`src/rtl/cordic_sched.sv`:
```
// ---------------------------------------------------------------------------
// cordic_sched
//
// Shares one pipelined CORDIC core among NUM_REQ requesters. A round-robin
// arbiter selects one requester per cycle and registers its operand in the
// issue register, which feeds the core. A {valid, id} tag pipeline runs in
// lock-step with the core. Each result is returned on one ID-tagged
// response port. Response backpressure deasserts core_en, which freezes the
// core, the issue register and the tag pipeline together, so no result is
// ever lost.
//
// Configuration macro:
//   CORDIC_SCHED_FIXED_PRIO_EN  defined   -> fixed priority, lowest index wins,
//                                            and there is no `last` register
//                               undefined -> round-robin (default)
//
// Parameters:
//   NUM_REQ   number of requesters (2..8)
//   CORE_LAT  core latency in enabled cycles (1..32)
//   ID_W      response ID width (derived)
//
// Ports:
//   clk, rst_n      clock (rising edge), asynchronous active-low reset
//   req_valid       per-requester request valid
//   req_ready       per-requester accept, at most one bit set
//   req_func        per-requester function (0 = ROTATION, 1 = VECTOR)
//   req_data        per-requester {x,y,z}, requester i at [48i+47:48i]
//   core_in_valid   issue register holds an operation
//   core_in_func    registered function to the core
//   core_in_data    registered operand to the core
//   core_en         global core pipeline enable
//   core_out_data   core result, aligned to tag stage CORE_LAT
//   rsp_valid/rsp_ready/rsp_id/rsp_data  response handshake, tagged result
//   inflight        operations held in the issue reg, tag pipe and output reg
//   busy            inflight != 0
// ---------------------------------------------------------------------------
module cordic_sched #(
  parameter int NUM_REQ  = 4,
  parameter int CORE_LAT = 16,
  parameter int ID_W     = $clog2(NUM_REQ)
) (
  input  logic                  clk,
  input  logic                  rst_n,
  input  logic [NUM_REQ-1:0]    req_valid,
  output logic [NUM_REQ-1:0]    req_ready,
  input  logic [NUM_REQ-1:0]    req_func,
  input  logic [NUM_REQ*48-1:0] req_data,
  output logic                  core_in_valid,
  output logic                  core_in_func,
  output logic [47:0]           core_in_data,
  output logic                  core_en,
  input  logic [53:0]           core_out_data,
  output logic                  rsp_valid,
  input  logic                  rsp_ready,
  output logic [ID_W-1:0]       rsp_id,
  output logic [53:0]           rsp_data,
  output logic [5:0]            inflight,
  output logic                  busy
);

  typedef logic [47:0] cordic_data_t;
  typedef logic [53:0] cordic_output_data_t;

  cordic_data_t        req_data_arr [NUM_REQ];
  logic [NUM_REQ-1:0]  grant;
  logic [ID_W-1:0]     grant_idx;
  logic                grant_any;
  logic                issue_adv;
  logic                req_hs;
  logic                rsp_hs;
  logic                out_load;
  logic [ID_W-1:0]     issue_id;
  logic [CORE_LAT:1]   tag_v;
  logic [ID_W-1:0]     tag_id [1:CORE_LAT];

  for (genvar gi = 0; gi < NUM_REQ; gi++) begin : g_unpack
    assign req_data_arr[gi] = req_data[48*gi +: 48];
  end

  // -------------------------------------------------------------------------
  // Arbitration
  // -------------------------------------------------------------------------
`ifdef CORDIC_SCHED_FIXED_PRIO_EN
  // Scan from the top so the lowest valid index is the last one written.
  always_comb begin
    // NOTE: every combinational output gets a default before any
    // conditional assignment; otherwise the tool infers a latch.
    grant_any = 1'b0;
    grant_idx = '0;
    for (int i = NUM_REQ - 1; i >= 0; i--) begin
      if (req_valid[i]) begin
        grant_any = 1'b1;
        grant_idx = ID_W'(i);
      end
    end
  end
`else
  logic [ID_W-1:0] last;
  logic [ID_W-1:0] cand;

  // Search last+1, last+2, ... with wrap-around. The first valid hit wins.
  always_comb begin
    // NOTE: every combinational output gets a default before any
    // conditional assignment; otherwise the tool infers a latch.
    grant_any = 1'b0;
    grant_idx = '0;
    cand      = '0;
    for (int k = 1; k <= NUM_REQ; k++) begin
      cand = ID_W'((int'(last) + k) % NUM_REQ);
      if (!grant_any && req_valid[cand]) begin
        grant_any = 1'b1;
        grant_idx = cand;
      end
    end
  end

  // The pointer moves only on a completed handshake. A grant that stays
  // stalled keeps its turn.
  always_ff @(posedge clk or negedge rst_n) begin
    // NOTE: sequential state uses non-blocking assignments so that every
    // flop samples pre-edge values regardless of block ordering.
    if (!rst_n)      last <= ID_W'(NUM_REQ - 1);
    else if (req_hs) last <= grant_idx;
  end
`endif

  assign grant = grant_any ? (NUM_REQ'(1) << grant_idx) : '0;

  // -------------------------------------------------------------------------
  // Stall and request handshake
  // -------------------------------------------------------------------------
  // The only stall source is a finished result at the last tag stage that
  // cannot move into the occupied, unaccepted output register.
  assign core_en   = !(tag_v[CORE_LAT] && rsp_valid && !rsp_ready);
  // An empty issue register can load even while the core is frozen.
  assign issue_adv = !core_in_valid || core_en;
  // Gating with rst_n keeps requesters from seeing an accept while in reset.
  assign req_ready = grant & {NUM_REQ{issue_adv && rst_n}};
  assign req_hs    = |req_ready;
  assign rsp_hs    = rsp_valid && rsp_ready;

  // -------------------------------------------------------------------------
  // Issue register (tag stage 0)
  // -------------------------------------------------------------------------
  always_ff @(posedge clk or negedge rst_n) begin
    if (!rst_n) begin
      core_in_valid <= 1'b0;
      core_in_func  <= 1'b0;
      core_in_data  <= '0;
      issue_id      <= '0;
    end else if (issue_adv) begin
      // When it advances without a new handshake, the register empties.
      core_in_valid <= req_hs;
      core_in_func  <= req_hs ? req_func[grant_idx] : 1'b0;
      core_in_data  <= req_hs ? req_data_arr[grant_idx] : '0;
      issue_id      <= req_hs ? grant_idx : '0;
    end
  end

  // -------------------------------------------------------------------------
  // Tag pipeline, stages 1..CORE_LAT, lock-step with the core
  // -------------------------------------------------------------------------
  always_ff @(posedge clk or negedge rst_n) begin
    if (!rst_n) begin
      tag_v <= '0;
    end else if (core_en) begin
      tag_v[1] <= core_in_valid;
      for (int s = 2; s <= CORE_LAT; s++) tag_v[s] <= tag_v[s-1];
    end
  end

  // NOTE: the ID shift register has no reset. Each ID is only used when its
  // tag_v bit is set, and tag_v is reset, so reset flops here would buy nothing.
  always_ff @(posedge clk) begin
    if (core_en) begin
      tag_id[1] <= issue_id;
      for (int s = 2; s <= CORE_LAT; s++) tag_id[s] <= tag_id[s-1];
    end
  end

  // -------------------------------------------------------------------------
  // Output register
  // -------------------------------------------------------------------------
  // The load condition is exactly the case where core_en is high with a
  // valid last stage. Whatever leaves the tag pipe is always captured.
  assign out_load = tag_v[CORE_LAT] && (!rsp_valid || rsp_ready);

  always_ff @(posedge clk or negedge rst_n) begin
    if (!rst_n) begin
      rsp_valid <= 1'b0;
      rsp_id    <= '0;
      rsp_data  <= '0;
    end else if (out_load) begin
      rsp_valid <= 1'b1;
      rsp_id    <= tag_id[CORE_LAT];
      rsp_data  <= core_out_data;
    end else if (rsp_ready) begin
      rsp_valid <= 1'b0;
      rsp_id    <= '0;
      rsp_data  <= '0;
    end
  end

  // -------------------------------------------------------------------------
  // Occupancy
  // -------------------------------------------------------------------------
  always_ff @(posedge clk or negedge rst_n) begin
    if (!rst_n) begin
      inflight <= '0;
    end else begin
      unique case ({req_hs, rsp_hs})
        2'b10:   inflight <= inflight + 6'd1;
        2'b01:   inflight <= inflight - 6'd1;
        default: inflight <= inflight;
      endcase
    end
  end

  assign busy = (inflight != 6'd0);

endmodule

```
`config.mk`:
```
export PLATFORM = sky130hd
export DESIGN_NAME = cordic_sched
export DESIGN_NICKNAME = d
export VERILOG_FILES = /design/src/rtl/cordic_sched.sv
export SDC_FILE = /design/constraint.sdc
export NUM_CORES = 1
export LEC_CHECK = 0
export ABC_CLOCK_PERIOD_IN_PS = 2600
export CORE_MARGIN = 10
export CORE_UTILIZATION = 40
export CTS_CLUSTER_DIAMETER = 40
export DETAILED_ROUTE_END_ITERATION = 8
export PLACE_DENSITY = 0.78
export SYNTH_ARGS = -nofsm -noshare
export SYNTH_HDL_FRONTEND = slang
export SYNTH_SLANG_ARGS = --single-unit
```
`constraint.sdc`:
```
create_clock -name clk -period 2.6 [get_ports clk]
set_input_delay 0.39 -clock clk [delete_from_list [all_inputs] [get_ports clk]]
set_output_delay 0.39 -clock clk [all_outputs]
set_load 0.03 [all_outputs]
```
# Yosys cells after proc, flatten, opt, wreduce, memory -nomap -nowiden
# Memories as Yosys holds them, arrays and structs flattened.
# Cells that the tools add are included.
# Widths: inputs -> output; s select.
[op_classes] addsub=6 mul=0 n_div=0 n_lt_le_gt_ge=6 eq_ne=2 n_shift=1 n_mux=33 bitwise=2 n_reduce_logical=21
[ops] cell="$mux 48" count=3
[ops] cell="$mux 54" count=2
[ops] cell="$bmux 48 s2" count=1
[ops] cell="$lt 2x3->1 const B" count=5
[ops] cell="$mux 2" count=7
[ops] cell="$mux 1" count=13
[ops] cell="$pmux 6 s2" count=1
[ops] cell="$bmux 1 s2" count=5
[ops] cell="$logic_and 1x1->1" count=8
[ops] cell="$logic_not 1->1" count=7
[ops] cell="$add 6x1->6 const B" count=1
[ops] cell="$reduce_bool 6->1" count=1
[ops] cell="$sub 6x1->6 const B" count=1
[ops] cell="$add 2x1->2 const B" count=2
[ops] cell="$add 2x2->2 const B" count=2
[ops] cell="$and 4x4->4" count=1
[ops] cell="$mux 4" count=1
[ops] cell="$reduce_bool 2->1" count=2
[ops] cell="$reduce_or 4->1" count=1
[ops] cell="$shl 1x2->4 const A" count=1
[ops] cell="$ge 3x3->1 const B" count=1
[ops] cell="$not 2->3" count=1
[ops] cell="$eq 2x1->1 const B" count=1
[ops] cell="$eq 2x2->1 const B" count=1
[ops] cell="$logic_or 1x1->1" count=2
[word_totals] reg_bits=133 latchBits=0 ram_bits=32 mem_bits_ro=0 in_bits=257 out_inout_bits=119 elab_cells=82 memories=1
[mem_list] memory="tag_id" depth=16 word_bits=2 read_ports=16 rd_ports_with_merged_regs=0 wr=16 line_no="74" rtl="logic [ID_W-1:0] tag_id [1:CORE_LAT];"

# Longest topological paths before layout
# Gate-level depths: netlist of run 1.
[logic_depth] ltp_word=19 depth_mapped=12 mapped_depth_nobuf=9

# Least setup slack after synthesis of run 1
# OpenSTA, ideal clock, no wires.
[synth_timing] path_type="reg-to-reg" start="reg rsp_valid" end="reg tag_v[10] (netlist name)" setup_ns=0.128 arrival_time_ns=2.654 required_time_ns=2.472 slack_ns=-0.181 stages_incl_launch_ff=4 path_buffers=1 synth_period_minus_slack_ns=2.781 cell_sequence="dfrtp_1 -> nand3b_1 -> clkbuf_1 -> mux2_2"
[synth_via] elab_chain_len=2
[synth_rtl] element="start: declaration" line_no="53" rtl="output logic rsp_valid,"
[synth_rtl] element="start signal: assignment" line_no="190" rtl="rsp_valid <= 1'b0;"
[synth_rtl] element="start signal: assignment" line_no="194" rtl="rsp_valid <= 1'b1;"
[synth_rtl] element="start signal: assignment" line_no="198" rtl="rsp_valid <= 1'b0;"
[synth_rtl] element="$logic_and 1x1->1 (2 in a row)" line_no="134" rtl="assign core_en = !(tag_v[CORE_LAT] && rsp_valid && !rsp_ready);"
[synth_rtl] element="end signal: assignment" line_no="165" rtl="tag_v <= '0;"
[synth_rtl] element="end: declaration" line_no="73" rtl="logic [CORE_LAT:1] tag_v;"
# No other way between the ends.
# A chain may end at the register's enable or synchronous reset.

# Worst setup path after layout of run 1
[layout_timing] start="reg last[1]" end="out req_ready[0]"
[layout_via] elab_chain_len=16 elab_cells_between_ends=29 classes_between="add/sub (4); shift (1); mux (17); bitwise (1); reduce/logical (6)"
[layout_rtl] element="start: declaration" line_no="98" rtl="logic [ID_W-1:0] last;"
[layout_rtl] element="start signal: assignment" line_no="122" rtl="if (!rst_n) last <= ID_W'(NUM_REQ - 1);"
[layout_rtl] element="start signal: assignment" line_no="123" rtl="else if (req_hs) last <= grant_idx;"
[layout_rtl] element="$add 2x1->2" line_no="109" rtl="cand = ID_W'((int'(last) + k) % NUM_REQ);"
[layout_rtl] element="$bmux 1 s2" line_no="110" rtl="if (!grant_any && req_valid[cand]) begin"
[layout_rtl] element="$mux 1 (not written as such)" line_no="110"
[layout_rtl] element="$mux 1" line_no="110"
[layout_rtl] element="$logic_not 1->1" line_no="110"
[layout_rtl] element="$logic_and 1x1->1" line_no="110"
[layout_rtl] element="$mux 1" line_no="110"
[layout_rtl] element="$logic_not 1->1" line_no="110"
[layout_rtl] element="$logic_and 1x1->1" line_no="110"
[layout_rtl] element="$mux 1" line_no="110"
[layout_rtl] element="$logic_not 1->1" line_no="110"
[layout_rtl] element="$logic_and 1x1->1" line_no="110"
[layout_rtl] element="$mux 2" line_no="110"
[layout_rtl] element="$shl 1x2->4" line_no="127" rtl="assign grant = grant_any ? (NUM_REQ'(1) << grant_idx) : '0;"
[layout_rtl] element="$mux 4 *" line_no="127"
[layout_rtl] element="$and 4x4->4 *" line_no="138" rtl="assign req_ready = grant & {NUM_REQ{issue_adv && rst_n}};"
[layout_rtl] element="end: declaration" line_no="45" rtl="output logic [NUM_REQ-1:0] req_ready,"
# Mark *: on every way between the ends. The rest lies on a longest branch, timed or not. The select of a mux whose other input is x is not followed.

==> results.tsv, run 1 <==
metric	value	unit
status	finished clean	
clockPowerShare	0.187	
p_seq_frac	0.320	
critPathKind	flip-flop to primary output	
synthMuxAreaShare	0.0742	
grt_max_degree	99	
relSlewSlack	0.402	
synth_nets	1272	
crit_family	flip-flops	
hold_viol	0	
crit_path_top_delay_cell	dfstp_2	
slew_violations	0	
antenna_found_initial	5	
internal_power	8.05	mW
power_frac_comb	0.493	
hold_buffers	0	
layout_commonest_cell	clkdlybuf4s50_1	
dieArea	0.0296	sq mm
clk_latency	0.43	ns
synth_compound_area_frac	0.186	
synth_top_family_by_area	simple AND/OR/NAND/NOR gates	
crit_chain	mux2_4 > nor2b_4 > nor2_1 > o21ai_2 > nor3_4 > buf_12	
leakagePower	5.85	nW
start_util	0.407	
critical_path_depth	6	
skew	0.0125	ns
synth_ff_type	dfrtp_1	
whs	0.0230	ns
setup_tns	0	ns
r2r_end	core_in_data[3]	
synthAdderAreaFrac	0.00406	
startpoint_type	flip-flop	
die_height	172	um
num_rows	55	
endpoint_kind	primary output	
synth_area_per_cell	9.13	sq um
drt-initial-drc-count	688	
crit_arrival	2.15	ns
clk_pin_slew	0.08	ns
synth_area	0.00924	sq mm
seq_area_frac_synth	0.465	
drv_cap	0	
crit_required	2.21	ns
grt_pass1_wl	52600	um
pin_count	376	
cts_tree	built	
synth_cells	1012	
async_flop_share	0.806	
grt_pass1_vias	9105	
reg2reg_from	last[1]	
cp-startpoint	last[1]	
r2r_slack	0.11	ns
gr-total-overflow	0	
totalPowerFinal	13.7	mW
critPathMaxStageDelay	0.61	ns
switching_share	0.411	
chipWidth	172	um
io_buffer_count	375	
layout_common_cells	clkdlybuf4s50_1, nand2_1, dfrtp_1	
yosysWarnings	0	
drive_gt1_frac	0.0887	
wirelength	35100	um
fin_crit_sh	0.977	
core_area	0.0227	sq mm
hold_class	input port to asynchronous set/reset pin	
dp_hpwl	25200	um
ir_drop	404	uV
power.switching	5.63	mW
synth-simple-area-share	0.213	
placed_cells_incl_taps	1621	
synth_cell_types	50	
gp_congestion	0.851	
pwr_density_cell	974	mW/mm^2
routedWlPerCell	21.1	um
area_delta_synth_final	52.0	%
synth_edf_count	32	
endpoint	req_ready[0]	
drtAntennaViolNets	0	
drt_first_pass_iters	5	
period_minus_slack	2.54	ns
htreeDepth	4	
fmax	394	MHz
clock-sinks	165	
worst_pin_slew	0.897	ns
ys_ff_latch	165	
rr_worst_depth	7	
setup_viol	0	
synth-xor-area-share	0.00664	
numCtsBuffers	17	
drcViolationCount	0	
viasPerCell	5.46	
finalNonFillerCells	1663	
nNetsFinal	1622	
clock_path_buffers	2	
cp_max_fo	7	
cts_root_buffer	clkbuf_16	
crit_buf_inv	1	
grt_use_total	0.227	
final_core_util	0.618	
vias	9083	
-- per-layer routing --
| metal | wire [um] | vias up | GRT usage |
|---|---|---|---|
| met5 | 28 | - | 0 |
| met4 | 576 | 4 | 0.0573 |
| met1 | 13200 | 4331 | 0.261 |
| li1 | - | 4289 | - |
| met3 | 3960 | 38 | 0.0889 |
| met2 | 17300 | 421 | 0.387 |
-- power by group through the flow --
stage          combinational [mW]  clock, mW  sequential (mW)
6_report                     6.74       2.56             4.38
5_1_grt                      7.21       2.73             4.50
4_1_cts                      6.72       2.63             4.39
3_5_place_dp                 6.63          0             4.43
3_3_place_gp                 6.52          0             4.37
2_1_floorplan                2.56          0             5.61
-- cell usage after synthesis (all sizes together), types with 2 or more instances --
master | number | share of area
a211oi | 51 | 0.042
a21oi | 3 | 0.0016
a22oi | 49 | 0.040
a31oi | 2 | 0.0014
and2 | 2 | 0.0014
buf | 14 | 0.017
clkbuf | 80 | 0.033
dfrtp | 131 | 0.35
dfstp | 2 | 0.0057
edfxtp | 32 | 0.10
ha | 3 | 0.0041
inv | 3 | 0.0012
mux2 | 17 | 0.021
mux2i | 49 | 0.053
nand2 | 267 | 0.11
nand2b | 7 | 0.0047
nand3b | 59 | 0.048
nor2 | 7 | 0.0031
nor2b | 55 | 0.038
nor3 | 3 | 0.0016
nor3b | 2 | 0.0016
o211ai | 49 | 0.040
o21ai | 104 | 0.056
xor2 | 6 | 0.0057
-- worst min-delay path by stage --
| stage | startpoint | endpoint | depth (start not counted) |
|---|---|---|---|
| 2_1_floorplan | rst_n | core_in_data[0] | 0 |
| 3_3_place_gp | tag_id[0][11] | tag_id[0][13] | 0 |
| 3_5_place_dp | tag_id[0][15] | tag_id[0][17] | 0 |
| 4_1_cts | rst_n | core_in_data[32] | 2 |
| 5_1_grt | rst_n | core_in_data[32] | 2 |
| 6_report | rst_n | core_in_data[35] | 2 |
-- cells by family after synthesis --
| family | count (synthesis) |
|---|---|
| AND/OR/NAND/NOR | 410 |
| multiplexers | 66 |
| flip-flops | 165 |
| buffers and inverters | 97 |
| AO/OA/AOI/OAI | 264 |
| adder cells (fa/ha/maj) | 3 |
| XOR/XNOR | 7 |
-- sequential cells by signal (all words and copies together) (netlist names) --
name,count
last,2
tag_v,16
core_in_valid,1
core_in_func,1
issue_id,2
rsp_valid,1
inflight,6
rsp_data,54
rsp_id,2
core_in_data,48
tag_id,32
-- metrics by stage --
stage          worst slack (ns)  cell area [sq um]
2_1_floorplan           -0.0341               9240
3_3_place_gp             -0.308              13300
3_5_place_dp             -0.387              13300
4_1_cts                  0.0173              14000
5_1_grt                -0.00804              14000
6_report                 0.0607              14000
-- final cells by class --
class,instances,area (sq um)
timing repair buffer,424,4230
clock buffer,19,454
sequential,165,4290
fill,1898,8670
clock inverter,13,139
multi-input combinational,751,4540
antenna,3,7.51
tap,285,357
inverter,3,11.3
-- worst reg2reg max path, stage by stage, from the launching register on --
cell and delay [ns]:
dfstp_2 0.61, mux2_4 0.32, nor2b_4 0.15, a211oi_4 0.28
buf_4 0.19, buf_4 0.27, mux2i_1 0.42, o211ai_1 0.13
-- what timing repair did --
action	CTS	global route
gates cloned	1	1
resized for setup	4	3
setup buffers	1	4
endpoints found under the setup margin	4	53
pin swaps	2	2
(Power assumes the default switching activity.)
==> run 2: changes to the inputs <==
--- a/config.mk
+++ b/config.mk
@@ -11,6 +11,8 @@
 export CTS_CLUSTER_DIAMETER = 40
 export DETAILED_ROUTE_END_ITERATION = 8
 export PLACE_DENSITY = 0.78
+export REMOVE_ABC_BUFFERS = 1
+export SKIP_CTS_REPAIR_TIMING = 1
 export SYNTH_ARGS = -nofsm -noshare
 export SYNTH_HDL_FRONTEND = slang
 export SYNTH_SLANG_ARGS = --single-unit
==> run 2 against run 1 <==
Against the previous run: non-clock buffer count grew 9; combinational power is essentially flat; clock skew grew 0.0039 ns; largest power group unchanged; clock-buffer cell count shrank 2; register-to-register slack gained 0.17 ns.
==> results.tsv, run 2 (same netlist as run 1, synthesis figures left out) <==
metric	value	unit	change
status	finished clean		
drcViolationCount	0		unchanged
routedWlPerCell	20.5	um	-2.9%
numCtsBuffers	17		unchanged
regArea	0.00429	sq mm	about the same
grt_pass1_wl	51100	um	-2.9%
slew_violations	0		unchanged
gr-total-overflow	0		unchanged
totalPowerFinal	13.8	mW	+0.95%
crit_chain	mux2_4 > nor2b_4 > nor2_1 > o21ai_1 > nor3_1 > buf_4		
largest_register_ffs	54		unchanged
hold_class	input port to asynchronous set/reset pin		
crit_arrival	2.15	ns	about the same
leakagePower	5.92	nW	+1.2%
finalNonFillerCells	1670		+0.42%
period_minus_slack	2.54	ns	-0.00120 ns
clk_pin_slew	0.08	ns	about the same
skew	0.0164	ns	+0.00392 ns
gp_congestion	0.864		+1.6%
cp_max_fo	8		+1
pin_count	376		unchanged
critPathMaxStageDelay	0.63	ns	+0.02 ns
rsz0062_at_grt	true		
endpoint_kind	primary output		
fill_cells	1882		-0.84%
setup_tns	0	ns	unchanged
grt_max_degree	72		-27%
worst_slack	0.0619	ns	+0.00120 ns
grt_use_total	0.220		-0.00707
fmax	394	MHz	about the same
multi_input_area	0.00451	sq mm	-0.72%
area_delta_synth_final	53.3	%	
placed_area	0.0135	sq mm	+1.0%
clk_latency	0.43	ns	about the same
htreeDepth	4		unchanged
nNetsFinal	1630		+0.49%
crit_required	2.21	ns	about the same
whs	0.137	ns	+0.114 ns
clock-sinks	165		unchanged
drt-initial-drc-count	831		+21%
chipWidth	172	um	unchanged
ir_drop	408	uV	+0.81%
crit_path_top_delay_cell	dfstp_2		
layout_commonest_cell	clkdlybuf4s50_1		
antenna_found_initial	3		-2
cts_tree	built		
drtAntennaViolNets	0		unchanged
pre_cts_ws	-0.167	ns	+0.220 ns
pwr_density_cell	975	mW/mm^2	+0.11%
final_area	0.0142	sq mm	+0.84%
core_area	0.0227	sq mm	unchanged
clock_path_buffers	2		unchanged
cts_root_buffer	clkbuf_16		
grt_pass1_vias	9232		+1.4%
vias	9122		+0.43%
dieArea	0.0296	sq mm	unchanged
hold_viol	0		unchanged
fin_crit_sh	0.976		about the same
final_core_util	0.623		+0.00518
io_buffer_count	375		unchanged
setup_viol	0		unchanged
die_height	172	um	unchanged
crit_family	flip-flops		
placed_cells_incl_taps	1632		+0.68%
dp_hpwl	25100	um	-0.36%
worst_pin_slew	1.00	ns	+0.103 ns
critPathKind	flip-flop to primary output		
drive_gt1_frac	0.0918		+0.00310
drt_first_pass_iters	7		+2
wirelength	34200	um	-2.5%
start_util	0.407		unchanged
top_regs	rsp_data: 54 flops, core_in_data: 48 flops, tag_id: 32 flops		
num_rows	55		unchanged
crit_buf_inv	1		unchanged
layout_common_cells	clkdlybuf4s50_1, nand2_1, dfrtp_1		
startpoint_type	flip-flop		
relSlewSlack	0.333		-0.0687
drv_cap	0		unchanged
top_register	rsp_data		
viasPerCell	5.46		about the same
-- run 2: cell count changes in the layout (fill, tap and decap cells not counted), sizes merged --
| cell | change |
|---|---|
| nor2 | -1 |
| dlygate4sd2 | -1 |
| clkinv | +2 |
| inv | +2 |
| buf | +10 |
| dlymetal6s2s | +1 |
| clkbuf | -2 |
| diode | -1 |
| bufinv | -1 |
| clkinvlp | -1 |
| bufbuf | -1 |
-- run 2: layer usage --
| layer | routed length (um) | part of all wire | vias to the layer above | global-route usage |
|---|---|---|---|---|
| li1 | - | - | 4302 | - |
| met1 | 13000 | 0.38 | 4321 | 0.250 |
| met2 | 16600 | 0.48 | 458 | 0.367 |
| met3 | 3870 | 0.11 | 41 | 0.0862 |
| met4 | 783 | 0.023 | 0 | 0.0802 |
| met5 | 0 | 0 | - | 0 |
-- run 2: final timing paths --
path | start | end | slack (ns) | cells after the start
min in group clk | tag_id[0][25] | tag_id[0][27] | 0.41 | 0
min reg2reg | tag_id[0][25] | tag_id[0][27] | 0.41 | 0
min | rst_n | rsp_id[1] | 0.14 | 2
max in group asynchronous | rst_n | core_in_data[5] | 0.94 | 3
max reg2reg | last[1] | core_in_data[9] | 0.28 | 8
max | last[1] | req_ready[0] | 0.06 | 6
-- run 2: cell type report --
cell class	count	area share
Timing Repair Buffer	433	0.307
Clock inverter	15	0.0150
Clock buffer	17	0.0300
Sequential cell	165	0.303
Multi-Input combinational cell	750	0.319
Tap cell	285	0.0252
Inverter	3	0.000795
Antenna cell	2	0.000354
-- run 2: worst reg2reg max path, stage by stage (launching register included) --
cell,delay [ns]
dfstp_2,0.63
mux2_4,0.32
nor2b_4,0.15
a211oi_4,0.18
buf_4,0.17
buf_12,0.21
buf_12,0.22
mux2i_1,0.22
o211ai_1,0.10
-- run 2: power breakdown --
group | internal (mW) | switching (mW)
Sequential | 3.81 | 0.569
Combinational | 2.87 | 3.88
Clock | 1.35 | 1.32
Total | 8.03 | 5.78
==> run 3: changes to the inputs <==
--- a/config.mk
+++ b/config.mk
@@ -6,13 +6,13 @@
 export NUM_CORES = 1
 export LEC_CHECK = 0
 export ABC_CLOCK_PERIOD_IN_PS = 2600
-export CORE_MARGIN = 10
 export CORE_UTILIZATION = 40
 export CTS_CLUSTER_DIAMETER = 40
 export DETAILED_ROUTE_END_ITERATION = 8
 export PLACE_DENSITY = 0.78
 export REMOVE_ABC_BUFFERS = 1
 export SKIP_CTS_REPAIR_TIMING = 1
+export SKIP_LAST_GASP = 1
 export SYNTH_ARGS = -nofsm -noshare
 export SYNTH_HDL_FRONTEND = slang
 export SYNTH_SLANG_ARGS = --single-unit
==> run 3 against run 2 <==
Against the previous run: the run now ends with negative setup slack left; routed wire length is 11% lower; clock-buffer cell count is 1 higher; worst setup slack worse by 0.18 ns; core utilization is 0.47 points lower; hold slack worse by 0.0087 ns; largest cell class unchanged.
==> results.tsv, run 3 (same netlist as run 1, synthesis figures left out) <==
metric	value	unit	change
status	complete, but fails checks		
failed_checks	negative setup slack		
antenna_found_initial	1		-2
dp_hpwl	20400	um	-19%
skew	0.0114	ns	-0.00497 ns
drcViolationCount	0		unchanged
fmax	368	MHz	-6.6%
top_layer	met4		
placed_cells_incl_taps	1618		-0.86%
worst_pin_slew	1.12	ns	+0.123 ns
final_area	0.0140	sq mm	-1.1%
hold_viol	0		unchanged
clock-sinks	165		unchanged
setup_tns	-0.118	ns	-0.118 ns
drtAntennaViolNets	0		unchanged
viasPerCell	5.47		+0.12%
start_util	0.408		+0.00124
crit_buf_inv	3		+2
crit_required	2.21	ns	about the same
crit_path_top_delay_cell	dfstp_2		
cp_max_fo	9		+1
rsz0062_at_grt	true		
pwr_density_cell	963	mW/mm^2	-1.2%
crit_chain	nand2b_1 > a31oi_2 > nor3b_2 > inv_2 > nor2_1 > buf_4 > buf_4		
m1WireLength	12100	um	-6.9%
htreeDepth	4		unchanged
whs	0.129	ns	-0.00870 ns
top_regs	rsp_data: 54 flops, core_in_data: 48 flops, tag_id: 32 flops		
numCtsBuffers	17		unchanged
grt_pass1_wl	47900	um	-6.1%
grt_max_degree	99		+38%
crit_arrival	2.33	ns	+0.18 ns
wl_met3	2310	um	-40%
cpMostUsedCell	buf_4		
nNetsFinal	1615		-0.92%
setup_viol	1		+1
drv_cap	0		unchanged
cts_tree	built		
critPathKind	flip-flop to primary output		
num_rows	55		unchanged
slew_violations	0		unchanged
finalNonFillerCells	1654		-0.96%
largest_register_ffs	54		unchanged
crit_family	flip-flops		
critPathMaxStageDelay	0.66	ns	+0.03 ns
startpoint_type	flip-flop		
leakagePower	5.83	nW	-1.5%
routedWlPerCell	18.3	um	-10%
clock_path_buffers	2		unchanged
dieArea	0.0237	sq mm	-20%
grt_pass1_vias	9245		+0.14%
vias	9045		-0.84%
pre_cts_ws	-0.354	ns	-0.187 ns
dr_wl_met2	15000	um	-9.3%
chipWidth	154	um	-10%
layout_common_cells	clkdlybuf4s50_1, nand2_1, dfrtp_1		
io_buffer_count	375		unchanged
drt_first_pass_iters	5		-2
fin_crit_sh	1.05		+0.0692
hold_class	input port to asynchronous set/reset pin		
ir_drop	427	uV	+4.8%
drive_gt1_frac	0.0826		-0.00923
core_area	0.0226	sq mm	-0.30%
clk_latency	0.42	ns	about the same
grt_use_total	0.256		+0.0357
layout_commonest_cell	clkdlybuf4s50_1		
drt-initial-drc-count	541		-35%
endpoint_kind	primary output		
cts_root_buffer	clkbuf_16		
die_height	154	um	-10%
placed_area	0.0133	sq mm	-0.93%
clk_pin_slew	0.07	ns	about the same
relSlewSlack	0.249		-0.0840
pin_count	376		unchanged
worst_slack	-0.118	ns	-0.180 ns
top_register	rsp_data		
gp_congestion	0.844		-2.3%
period_minus_slack	2.72	ns	+0.180 ns
wirelength	30300	um	-11%
area_delta_synth_final	51.7	%	
gr-total-overflow	0		unchanged
==> run 3: area by class of cell <==
| class | instances | area [sq um] |
|---|---|---|
| fillers | 1894 | 8630 |
| multi-input cells | 750 | 4540 |
| flip-flops and latches | 165 | 4290 |
| repair buffers | 418 | 4220 |
| clock buffers | 18 | 429 |
| well taps | 285 | 357 |
| clock inverters | 14 | 159 |
| inverters | 3 | 11.3 |
| diodes | 1 | 2.50 |
==> run 3: through the flow <==
| stage | utilization | power, mW |
|---|---|---|
| floorplan | - | 7.96 |
| global placement | 0.590 | 10.8 |
| detailed placement | 0.590 | 11.0 |
| CTS | 0.616 | 13.5 |
| global route | 0.619 | 14.2 |
| finish | 0.619 | 13.5 |
==> run 3: final timing paths <==
path	cells past startpoint	slack (ns)	start	to
max in group asynchronous	2	1.69	rst_n	core_in_data[7]
worst max-delay path	7	-0.12	last[0]	req_ready[3]
worst min register to register	0	0.42	tag_id[0][23]	tag_id[0][25]
worst max register to register	6	0.06	rsp_valid	core_in_data[40]
worst min-delay path	2	0.13	rst_n	core_in_data[35]
min in group clk	4	0.34	rst_n	core_in_valid
==> run 3: power breakdown <==
part,internal [mW],total (mW),switching (mW)
Sequential,3.81,4.39,0.580
Clock,1.30,2.51,1.21
Combinational,2.79,6.59,3.81
Total,7.89,13.5,5.60
==> run 3: worst reg2reg max path, delay by kind of cell, from the launching register on <==
| family | cells | cell delay [ns] |
|---|---|---|
| and+or+nand+nor | 3 | 1.38 |
| DFF | 1 | 0.44 |
| AOI/OAI and AO/OA | 2 | 0.45 |
| buffers and inverters | 1 | 0.18 |
==> run 3: routing by layer <==
layer / track usage / up-vias
met4: 0.121 / 0
met3: 0.0586 / 66
li1: - / 4277
met2: 0.442 / 435
met5: 0 / -
met1: 0.300 / 4267
